`src/rtl/hazard_pkg.sv`:
```
// Shared types for the pipeline hazard/stall controller: FSM states,
// default multiplier latency and the bundle of pipeline control strobes.
package hazard_pkg;

    localparam int MUL_LAT_DEF = 4;

    typedef enum logic [1:0] {
        RUN      = 2'd0,
        MUL      = 2'd1,
        MUL_DONE = 2'd2
    } state_e;

    typedef struct packed {
        logic pc_stall;
        logic if_id_stall;
        logic if_id_flush;
        logic id_ex_stall;
        logic id_ex_bubble;
        logic ex_mem_stall;
        logic ex_mem_bubble;
        logic mul_start;
    } stall_t;

endpackage

```
`src/rtl/load_use_detect.sv`:
```
// Flags an ID instruction that reads the destination of a load currently in EX.
module load_use_detect (
    input  logic [4:0] ID_rs1,
    input  logic [4:0] ID_rs2,
    input  logic       ID_use_rs1,
    input  logic       ID_use_rs2,
    input  logic       ID_EX_MemRead,
    input  logic [4:0] ID_EX_rd,
    output logic       load_use
);

    // x0 is hardwired to zero, so a load into it never creates a dependency
    assign load_use = ID_EX_MemRead && (ID_EX_rd != 5'd0) &&
                      ((ID_use_rs1 && (ID_rs1 == ID_EX_rd)) ||
                       (ID_use_rs2 && (ID_rs2 == ID_EX_rd)));

endmodule

```
`src/rtl/hazard_ctrl.sv`:
```
// Hazard/stall controller: load-use stalls, multiplier occupancy in EX,
// D-cache freezes and taken-branch flushes, plus a saturating stall counter.
module hazard_ctrl
    import hazard_pkg::*;
#(
    parameter int MUL_LAT = MUL_LAT_DEF,
    parameter int CNT_W   = 32
) (
    input  logic             clk,
    input  logic             rst_n,
    input  logic [4:0]       ID_rs1,
    input  logic [4:0]       ID_rs2,
    input  logic             ID_use_rs1,
    input  logic             ID_use_rs2,
    input  logic             ID_EX_MemRead,
    input  logic [4:0]       ID_EX_rd,
    input  logic             ID_EX_is_mul,
    input  logic             dcache_stall,
    input  logic             branch_flush,
    output logic             pc_stall,
    output logic             if_id_stall,
    output logic             if_id_flush,
    output logic             id_ex_stall,
    output logic             id_ex_bubble,
    output logic             ex_mem_stall,
    output logic             ex_mem_bubble,
    output logic             mul_start,
    output logic             mul_busy,
    output logic [CNT_W-1:0] stall_cycles
);

    localparam int CW = $clog2(MUL_LAT + 1);

    state_e           state_q, state_d;
    logic [CW-1:0]    cnt_q, cnt_d;
    logic             busy_q, busy_d;
    logic [CNT_W-1:0] stall_cnt_q, stall_cnt_d;
    stall_t           st;
    logic             load_use;

    load_use_detect u_lud (
        .ID_rs1        (ID_rs1),
        .ID_rs2        (ID_rs2),
        .ID_use_rs1    (ID_use_rs1),
        .ID_use_rs2    (ID_use_rs2),
        .ID_EX_MemRead (ID_EX_MemRead),
        .ID_EX_rd      (ID_EX_rd),
        .load_use      (load_use)
    );

    always_comb begin
        st      = '0;
        state_d = state_q;
        cnt_d   = cnt_q;
        busy_d  = busy_q;

        case (state_q)
            RUN: begin
                if (ID_EX_is_mul && !dcache_stall) begin
                    st.mul_start     = 1'b1;
                    st.pc_stall      = 1'b1;
                    st.if_id_stall   = 1'b1;
                    st.id_ex_stall   = 1'b1;
                    st.ex_mem_bubble = 1'b1;
                    cnt_d            = CW'(MUL_LAT - 1);
                    busy_d           = 1'b1;
                    state_d          = MUL;
                end else if (branch_flush) begin
                    st.if_id_flush  = 1'b1;
                    st.id_ex_bubble = 1'b1;
                end else if (load_use) begin
                    st.pc_stall     = 1'b1;
                    st.if_id_stall  = 1'b1;
                    st.id_ex_bubble = 1'b1;
                end
            end
            MUL: begin
                st.pc_stall      = 1'b1;
                st.if_id_stall   = 1'b1;
                st.id_ex_stall   = 1'b1;
                st.ex_mem_bubble = 1'b1;
                cnt_d            = cnt_q - CW'(1);
                if (cnt_q == CW'(1)) state_d = MUL_DONE;
            end
            MUL_DONE: begin
                // Result is captured by EX/MEM this cycle unless the cache freezes it
                if (!dcache_stall) begin
                    state_d = RUN;
                    busy_d  = 1'b0;
                end
            end
            default: state_d = RUN;
        endcase

        // A cache miss freezes everything but lets the multiplier keep counting
        if (dcache_stall) begin
            st              = '0;
            st.pc_stall     = 1'b1;
            st.if_id_stall  = 1'b1;
            st.id_ex_stall  = 1'b1;
            st.ex_mem_stall = 1'b1;
        end

        if (!rst_n) st = '0;

        stall_cnt_d = stall_cnt_q;
        if (st.pc_stall && !(&stall_cnt_q)) stall_cnt_d = stall_cnt_q + CNT_W'(1);
    end

    always_ff @(posedge clk) begin
        if (!rst_n) begin
            state_q     <= RUN;
            cnt_q       <= '0;
            busy_q      <= 1'b0;
            stall_cnt_q <= '0;
        end else begin
            state_q     <= state_d;
            cnt_q       <= cnt_d;
            busy_q      <= busy_d;
            stall_cnt_q <= stall_cnt_d;
        end
    end

    assign pc_stall      = st.pc_stall;
    assign if_id_stall   = st.if_id_stall;
    assign if_id_flush   = st.if_id_flush;
    assign id_ex_stall   = st.id_ex_stall;
    assign id_ex_bubble  = st.id_ex_bubble;
    assign ex_mem_stall  = st.ex_mem_stall;
    assign ex_mem_bubble = st.ex_mem_bubble;
    assign mul_start     = st.mul_start;
    assign mul_busy      = busy_q;
    assign stall_cycles  = stall_cnt_q;

endmodule

```
`config.mk`:
```
export PLATFORM = sky130hd
export DESIGN_NAME = hazard_ctrl
export DESIGN_NICKNAME = d
export VERILOG_FILES = /design/src/rtl/hazard_pkg.sv /design/src/rtl/load_use_detect.sv /design/src/rtl/hazard_ctrl.sv
export SDC_FILE = /design/constraint.sdc
export NUM_CORES = 1
export LEC_CHECK = 0
export CAP_MARGIN = 15
export CORE_AREA = 2 2 75 95
export CTS_BUF_LIST = sky130_fd_sc_hd__clkbuf_2 sky130_fd_sc_hd__clkbuf_4 sky130_fd_sc_hd__clkbuf_8
export CTS_CLUSTER_DIAMETER = 120
export DETAILED_ROUTE_END_ITERATION = 10
export DIE_AREA = 0 0 77 97
export PLACE_DENSITY = 0.6
export SLEW_MARGIN = 20
export SYNTH_ARGS = -nofsm -noshare
export SYNTH_HDL_FRONTEND = slang
export SYNTH_SLANG_ARGS = --single-unit
```
`constraint.sdc`:
```
create_clock -name clk -period 2 [get_ports clk]
set_clock_uncertainty 0.15 [all_clocks]
set_input_delay 0.2 -clock clk [delete_from_list [all_inputs] [get_ports clk]]
set_output_delay 0.2 -clock clk [all_outputs]
set_load 0.03 [all_outputs]
```
# Word level (Yosys, flattened, before mapping)
# Index checks and enable logic that the tools add are counted.
# classes
n_addsub	2
n_eq_ne	8
mux	27
n_reduce_logical	17
# ops
op	n
32-bit by 1-bit adder with 32-bit output (second input constant)	1
32-bit AND reduction	1
8-bit two-way mux	2
2-bit two-way mux	7
1-bit two-way mux	11
5-bit equality test	2
1-bit logical AND	6
2-bit inequality test (second input constant)	3
1-bit one-hot mux with 2 select lines	3
2-bit one-hot mux with 3 select lines	1
3-bit one-hot mux with 2 select lines	1
3-bit AND reduction	2
5-bit nonzero test	1
2-bit one-hot mux with 2 select lines	1
2-bit nonzero test	2
3-bit by 1-bit equality test with 1-bit output (second input constant)	1
3-bit two-way mux	1
3-bit by 1-bit subtractor with 3-bit output (second input constant)	1
2-bit by 1-bit equality test with 1-bit output (second input constant)	1
2-bit equality test (second input constant)	1
1-bit logical NOT	2
2-bit logical NOT	1
2-bit AND reduction	1
1-bit logical OR	1
# word_totals
reg_bits	38
in_bits	23
out_inout_bits	41
word_cells	58

# Longest topological paths before layout
# Gate-level depths: netlist of run 1.
# logic_depth
word_depth	11
ltp_mapped	9
mapped_depth_nobuf	7

# Hierarchy
# Synthesis of run 1 repeated with hierarchy kept, for this count alone.
# hier_totals
cells_unflattened	247
area_unflattened_um2	2103.3
# by_module_without_submodules
mod	n_inst	cells_per_inst	area_per_inst_um2	seq_area_each_um2
hazard_ctrl	1	230	1969.4	760.7
load_use_detect	1	17	133.9	0.0

# Worst setup path before layout of run 1
# OpenSTA, ideal clock, no wires.
# synth_timing
path_type	register to register
startpoint	register stall_cnt_q[0] (netlist: stall_cycles[0])
endpoint	register stall_cnt_q[21] (netlist: stall_cycles[21])
setup_ns	0.070
arrival_time_ns	2.135
required_time_ns	1.780
slack_ns	-0.356
path_stages_with_launch	9
path_buffers	1
synth_period_minus_slack_ns	2.356
cell_sequence	dfxtp_1 -> ha_1 -> and2_4 -> and3_1 -> a2111oi_2 -> a21oi_1 -> buf_2 -> or3_1 -> a21oi_1
# synth_between
elab_chain_len	3
elab_cells_between_ends	4
cone_classes	add/sub (1); reduce/logical (3)
# synth_lines
element	line_no	rtl
start, declared	hazard_ctrl.sv:37	logic [CNT_W-1:0] stall_cnt_q, stall_cnt_d;
start signal, assigned	hazard_ctrl.sv:120	stall_cnt_q <= stall_cnt_d;
branches (longest 3 deep; another with 32-bit by 1-bit adder with 32-bit output)	--	
# Parallel ways; which one is timed is not known.
# A chain may end at the register's enable or synchronous reset.

# Worst setup path in the final report of run 1
# layout_timing
startpoint	register stall_cnt_q[0] (netlist: stall_cycles[0])
endpoint	register stall_cnt_q[17] (netlist: stall_cycles[17])
# The elaborated chain is that of the path after synthesis.

==> results of run 1 <==
-- logic make-up (layout without fill, tap and decap cells) --
| kind of cell | count (synthesis) | count (layout) | share of synthesized area |
|---|---|---|---|
| buf+inv | 25 | 159 | 0.06605 |
| mux | 2 | 2 | 0.009190 |
| xor+xnor | 12 | 12 | 0.04825 |
| simple gates | 101 | 101 | 0.2792 |
| flops | 38 | 38 | 0.3492 |
| fa+ha+maj | 3 | 3 | 0.01723 |
| compound gates | 77 | 77 | 0.2309 |
-- worst paths after layout --
| path | startpoint | endpoint |
|---|---|---|
| worst max-delay path | stall_cycles[0] | stall_cycles[17] |
| worst min-delay path | cnt_q[0] | cnt_q[0] |
| worst max register to register | stall_cycles[0] | stall_cycles[17] |
| worst min register to register | cnt_q[0] | cnt_q[0] |
-- repair_timing --
action	4_1_cts	5_1_grt
setup endpoints to repair	35	37
gates resized for setup	32	24
setup buffers	5	1
gates cloned	0	0
pin swaps	16	5
-- per-stage QoR --
stage	util	std cells	worst slack [ps]	setup TNS [ps]	hold WS [ps]
floorplan	-	258	-183.9	-1351	197.0
global placement	0.5320	465	-418.9	-11470	339.9
detailed placement	0.5320	465	-491.4	-13870	346.2
CTS	0.5623	478	-180.8	-2740	356.0
global route	0.5750	479	-234.9	-5010	398.5
finish	0.5750	479	-173.7	-2574	357.2
-- routing by layer --
layer,share of wire,vias to the layer above,wire length (um)
li1,-,1244,-
met1,0.42,1139,2620
met2,0.52,67,3238
met3,0.050,9,314
met4,0.018,0,110
met5,0,-,0
-- sequential cells by signal, summed over array words and instances (netlist names) --
register and count:
state_q 2, stall_cycles 32, mul_busy 1, cnt_q 3
-- worst reg2reg max path, cell delays in order, from the launching register on --
cell	delay, ps
dfxtp_4	360
ha_4	160
and2_4	150
and3_4	190
a2111oi_4	300
a21oi_2	110
buf_12	160
or4_1	410
a21oi_2	120
-- layout by cell type (no fill, tap or decap), types with 4 or more instances in the layout --
| cell type | instances |
|---|---|
| dfxtp_4 | 12 |
| or4_1 | 13 |
| buf_6 | 7 |
| o31ai_1 | 16 |
| a21oi_2 | 6 |
| dlygate4sd2_1 | 10 |
| clkbuf_8 | 6 |
| o21ai_0 | 8 |
| dfxtp_2 | 12 |
| nand2_1 | 20 |
| buf_4 | 76 |
| nor2_1 | 12 |
| xnor2_1 | 10 |
| o211ai_1 | 4 |
| a211oi_1 | 4 |
| a21oi_1 | 20 |
| clkdlybuf4s50_1 | 42 |
| or4_4 | 4 |
| inv_1 | 9 |
| nand4_1 | 6 |
| dfxtp_1 | 14 |
| or3_1 | 6 |
| nand3_1 | 10 |
-- layout make-up --
type,instances,area [um^2],area share
clock buffers,6,82.58,0.02201
clock inverters,2,7.507,0.002001
well taps,87,108.9,0.02902
multi-input cells,195,1461,0.3896
inverters,10,37.54,0.01001
repair buffers,141,1232,0.3286
flip-flops and latches,38,820.8,0.2188
-- power by group --
group,switching (mW),internal (mW)
Sequential,0.0103,0.755
Clock,0.264,0.271
Combinational,0.149,0.146
==> results.ini, run 1 <==
[run_status]
outcome = finished with violations
violations = setup timing

[clock_tree]
path_clk_slew_ps = 70
htreeDepth = 2
clk_latency_ps = 290
cts_tree = yes
root_buffer = clkbuf_8
ctsHoldBuffers = 0
cts_buffers = 5
cts_buffer_depth = 2
cts_sinks = 38

[worst_setup_path]
ff2ff_path_depth = 8
crit_type = register to register
r2r_slack_ps = -170
cp_num_buf_inv = 1
crit_family = simple AND/OR/NAND/NOR gates
path_depth = 8
path_common_cell = a21oi_2
cp-start-kind = register
critPathSlowestCell = or4_1
crit_chain = ha_4, and2_4, and3_4, a2111oi_4, a21oi_2, buf_12, or4_1, a21oi_2
end_kind = register
cp.required_ps = 2070
cpPeakStageDelay_ps = 410
cp.arrival_ps = 2240
worstPathMaxFanout = 14

[yosys]
synth_area_leaders = dfxtp_1 (35%), o31ai_1 (6.5%), a21oi_1 (6.0%), or4_1 (5.9%), xnor2_1 (4.0%)
netlist_instances = 258
synth_nets = 284
ys_seq_elements = 38
yosysWarnings = 0
synthArstFlopShare = 0
synthFlopType = dfxtp_1
synth_area_um2 = 2178
ys_seq_area_frac = 0.3492
yosys.cell_count.top_type = dfxtp_1
avgSynthCellArea_um2 = 8.443
ys_top_cells_by_count = dfxtp_1 (38), a21oi_1 (26), nand2_1 (21)
synth_cell_types = 46
synth_top_area_cell = dfxtp_1
synth_edf_count = 0
yosysTopAreaCellShare = 0.3492

[grt]
grt_util_all_layers = 0.1776
grt_util_met3 = 0.04384
grt_overflow = 0
grt_max_degree = 32
grt-busiest-layer = met2
grt_pass1_vias = 2459
grt_pass1_wl_um = 10870
use_met2 = 0.3124
met1_usage = 0.2075
antenna_found_initial = 0

[pwr]
vdd_drop_max_mv = 0.2432
finalPower_mw = 1.596
p_leak_nw = 1.397
power_density_nw_per_um2 = 425.6

[final_layout]
nFillCells = 625
fin_area_um2 = 3751
area_delta_synth_final_pct = 72.20
diodes = 0
drive_above_1_share = 0.4082
nets = 417

[routing]
vias = 2459
drt-total-wl_um = 6284
final_antenna_net_count = 0
dr.pass1.iters = 5
drc_errors = 0
viasPerCell = 5.134
first_iter_violations = 120
routedWlPerCell_um = 13.12

[min_path]
hold_path_class = register to register
whs_path_depth = 1

[run]
drv_cap = 0

[timing]
fin_crit_sh = 1.087
fin_crit_ps = 2174
setup_ws_ps = -173.7
drv_slew = 0
rsz0062_at_grt = yes
setup_viol = 25
worstMarginPinSlew_ps = 341.6
max_freq_mhz = 460.0
hold_violations = 0
max-slew-margin-rel = 0.7708

[placement]
postPlaceCellArea_um2 = 3471
routabilityCongestion = 0.8054
place_hpwl_um = 4776
io_buffers = 63

[die]
start_util = 0.3339
die_width_um = 77
num_io_pins = 64
core_um2 = 6524
floorplan.die_area_um2 = 7469
rows = 33
dieHeight_um = 97

No activity file was read; power rests on OpenSTA's default activity.
==> run 2: changes to the inputs <==
MAX_ROUTING_LAYER = met4   (was not set)
==> run 2 against run 1 <==
- the flow still finishes with violations (setup timing)
- worst hold slack is essentially flat
- highest routed layer unchanged
- combinational power hardly changed
- critical path depth stayed put
- largest cell class unchanged
- count of clock-buffer cells in the layout unchanged
==> results.ini, run 2 (synthesis results as in run 1) <==
[min_path]
whs_path_depth = 1
hold_path_class = register to register

[final_layout]
fin_util = 0.5750
area_delta_synth_final_pct = 72.20
diodes = 0
final_common_cell = buf_4
nets = 417
drive_above_1_share = 0.4082
fin_area_um2 = 3751
largest_reg_flops = 32
final_cell_mix = buf_4 (76), clkdlybuf4s50_1 (42), nand2_1 (20), a21oi_1 (20), o31ai_1 (16)

[routing]
viasPerCell = 5.134
dr.pass1.iters = 6
routedWlPerCell_um = 13.12
drt-total-wl_um = 6286
drc_errors = 0
final_antenna_net_count = 0
first_iter_violations = 114
vias = 2459

[timing]
setup_ws_ps = -173.8
setup_viol = 25
fin_crit_sh = 1.087
max-slew-margin-rel = 0.7596
hold_violations = 0
worstMarginPinSlew_ps = 360.7
setup_tns_ps = -2590
rsz0062_at_grt = yes
drv_slew = 0
max_freq_mhz = 460.0
fin_crit_ps = 2174

[pwr]
power_density_nw_per_um2 = 426.0
finalPower_mw = 1.598
p_leak_nw = 1.397
vdd_drop_max_mv = 0.2433

[die]
die_width_um = 77
rows = 33
num_io_pins = 64
start_util = 0.3339
dieHeight_um = 97
core_um2 = 6524
floorplan.die_area_um2 = 7469

[clock_tree]
path_clk_slew_ps = 70
htreeDepth = 2
clk_latency_ps = 290
cts_buffer_depth = 2
cts_tree = yes
cts_sinks = 38
ctsHoldBuffers = 0
cts_buffers = 5
root_buffer = clkbuf_8

[placement]
detailedPlace.worstSlack_ps = -491.4
io_buffers = 63
postPlaceCellArea_um2 = 3471
place_hpwl_um = 4776
routabilityCongestion = 0.8171

[worst_setup_path]
worstPathMaxFanout = 14
end_kind = register
r2r_slack_ps = -170
cp-start-kind = register
ff2ff_path_depth = 8
crit_type = register to register
cp.required_ps = 2070
cp.arrival_ps = 2240

[run_status]
violations = setup timing
outcome = finished with violations

[grt]
antenna_found_initial = 0
grt_overflow = 0
grt_util_all_layers = 0.1822
grt_max_degree = 32
grt_pass1_vias = 2460
grt_pass1_wl_um = 10850

[run]
drv_cap = 0

run 2: cell counts in the layout (fill, tap and decap cells not counted):
Identical to the previous run, type by type.
run 2: power by group:
group | switching (mW) | internal (mW)
Sequential | 0.0103 | 0.755
Combinational | 0.150 | 0.146
Clock | 0.266 | 0.271
Total | 0.425 | 1.17
run 2: critical path, cell delays in order, from the launching register on:
cell	delay, ps
dfxtp_4	360
ha_4	160
and2_4	150
and3_4	190
a2111oi_4	300
a21oi_2	110
buf_12	160
or4_1	410
a21oi_2	120
run 2: final timing paths:
path / start / end
hold / removal: cnt_q[0] / cnt_q[0]
setup reg to reg: stall_cycles[0] / stall_cycles[17]
hold reg to reg: cnt_q[0] / cnt_q[0]
setup / recovery: stall_cycles[0] / stall_cycles[17]
run 2: layer usage:
layer  wire length (um)  vias up  GRT usage
li1                   -     1247          -
met3                227        8    0.03451
met2               3280       61     0.3131
met1               2682     1143     0.2116
met5                  0        -          -
met4                 94        0    0.06319
run 2: layout make-up:
cell class                      count  area [um^2]
Clock inverter                      2        7.507
Timing Repair Buffer              141         1232
Inverter                           10        37.54
Clock buffer                        6        82.58
Multi-Input combinational cell    195         1461
Sequential cell                    38        820.8
Fill cell                         625         2773
Tap cell                           87        108.9
run 2: what timing repair did:
action | 4_1_cts | 5_1_grt
buffers inserted | 5 | 1
gates cloned | 0 | 0
gates resized for setup | 32 | 24
setup endpoints to repair | 35 | 37
pin swaps | 16 | 4
run 2: through the flow:
stage | std cells | hold slack (ps)
2_1_floorplan | 258 | 197.0
3_3_place_gp | 465 | 339.9
3_5_place_dp | 465 | 346.2
4_1_cts | 478 | 356.0
5_1_grt | 479 | 398.1
6_report | 479 | 357.5
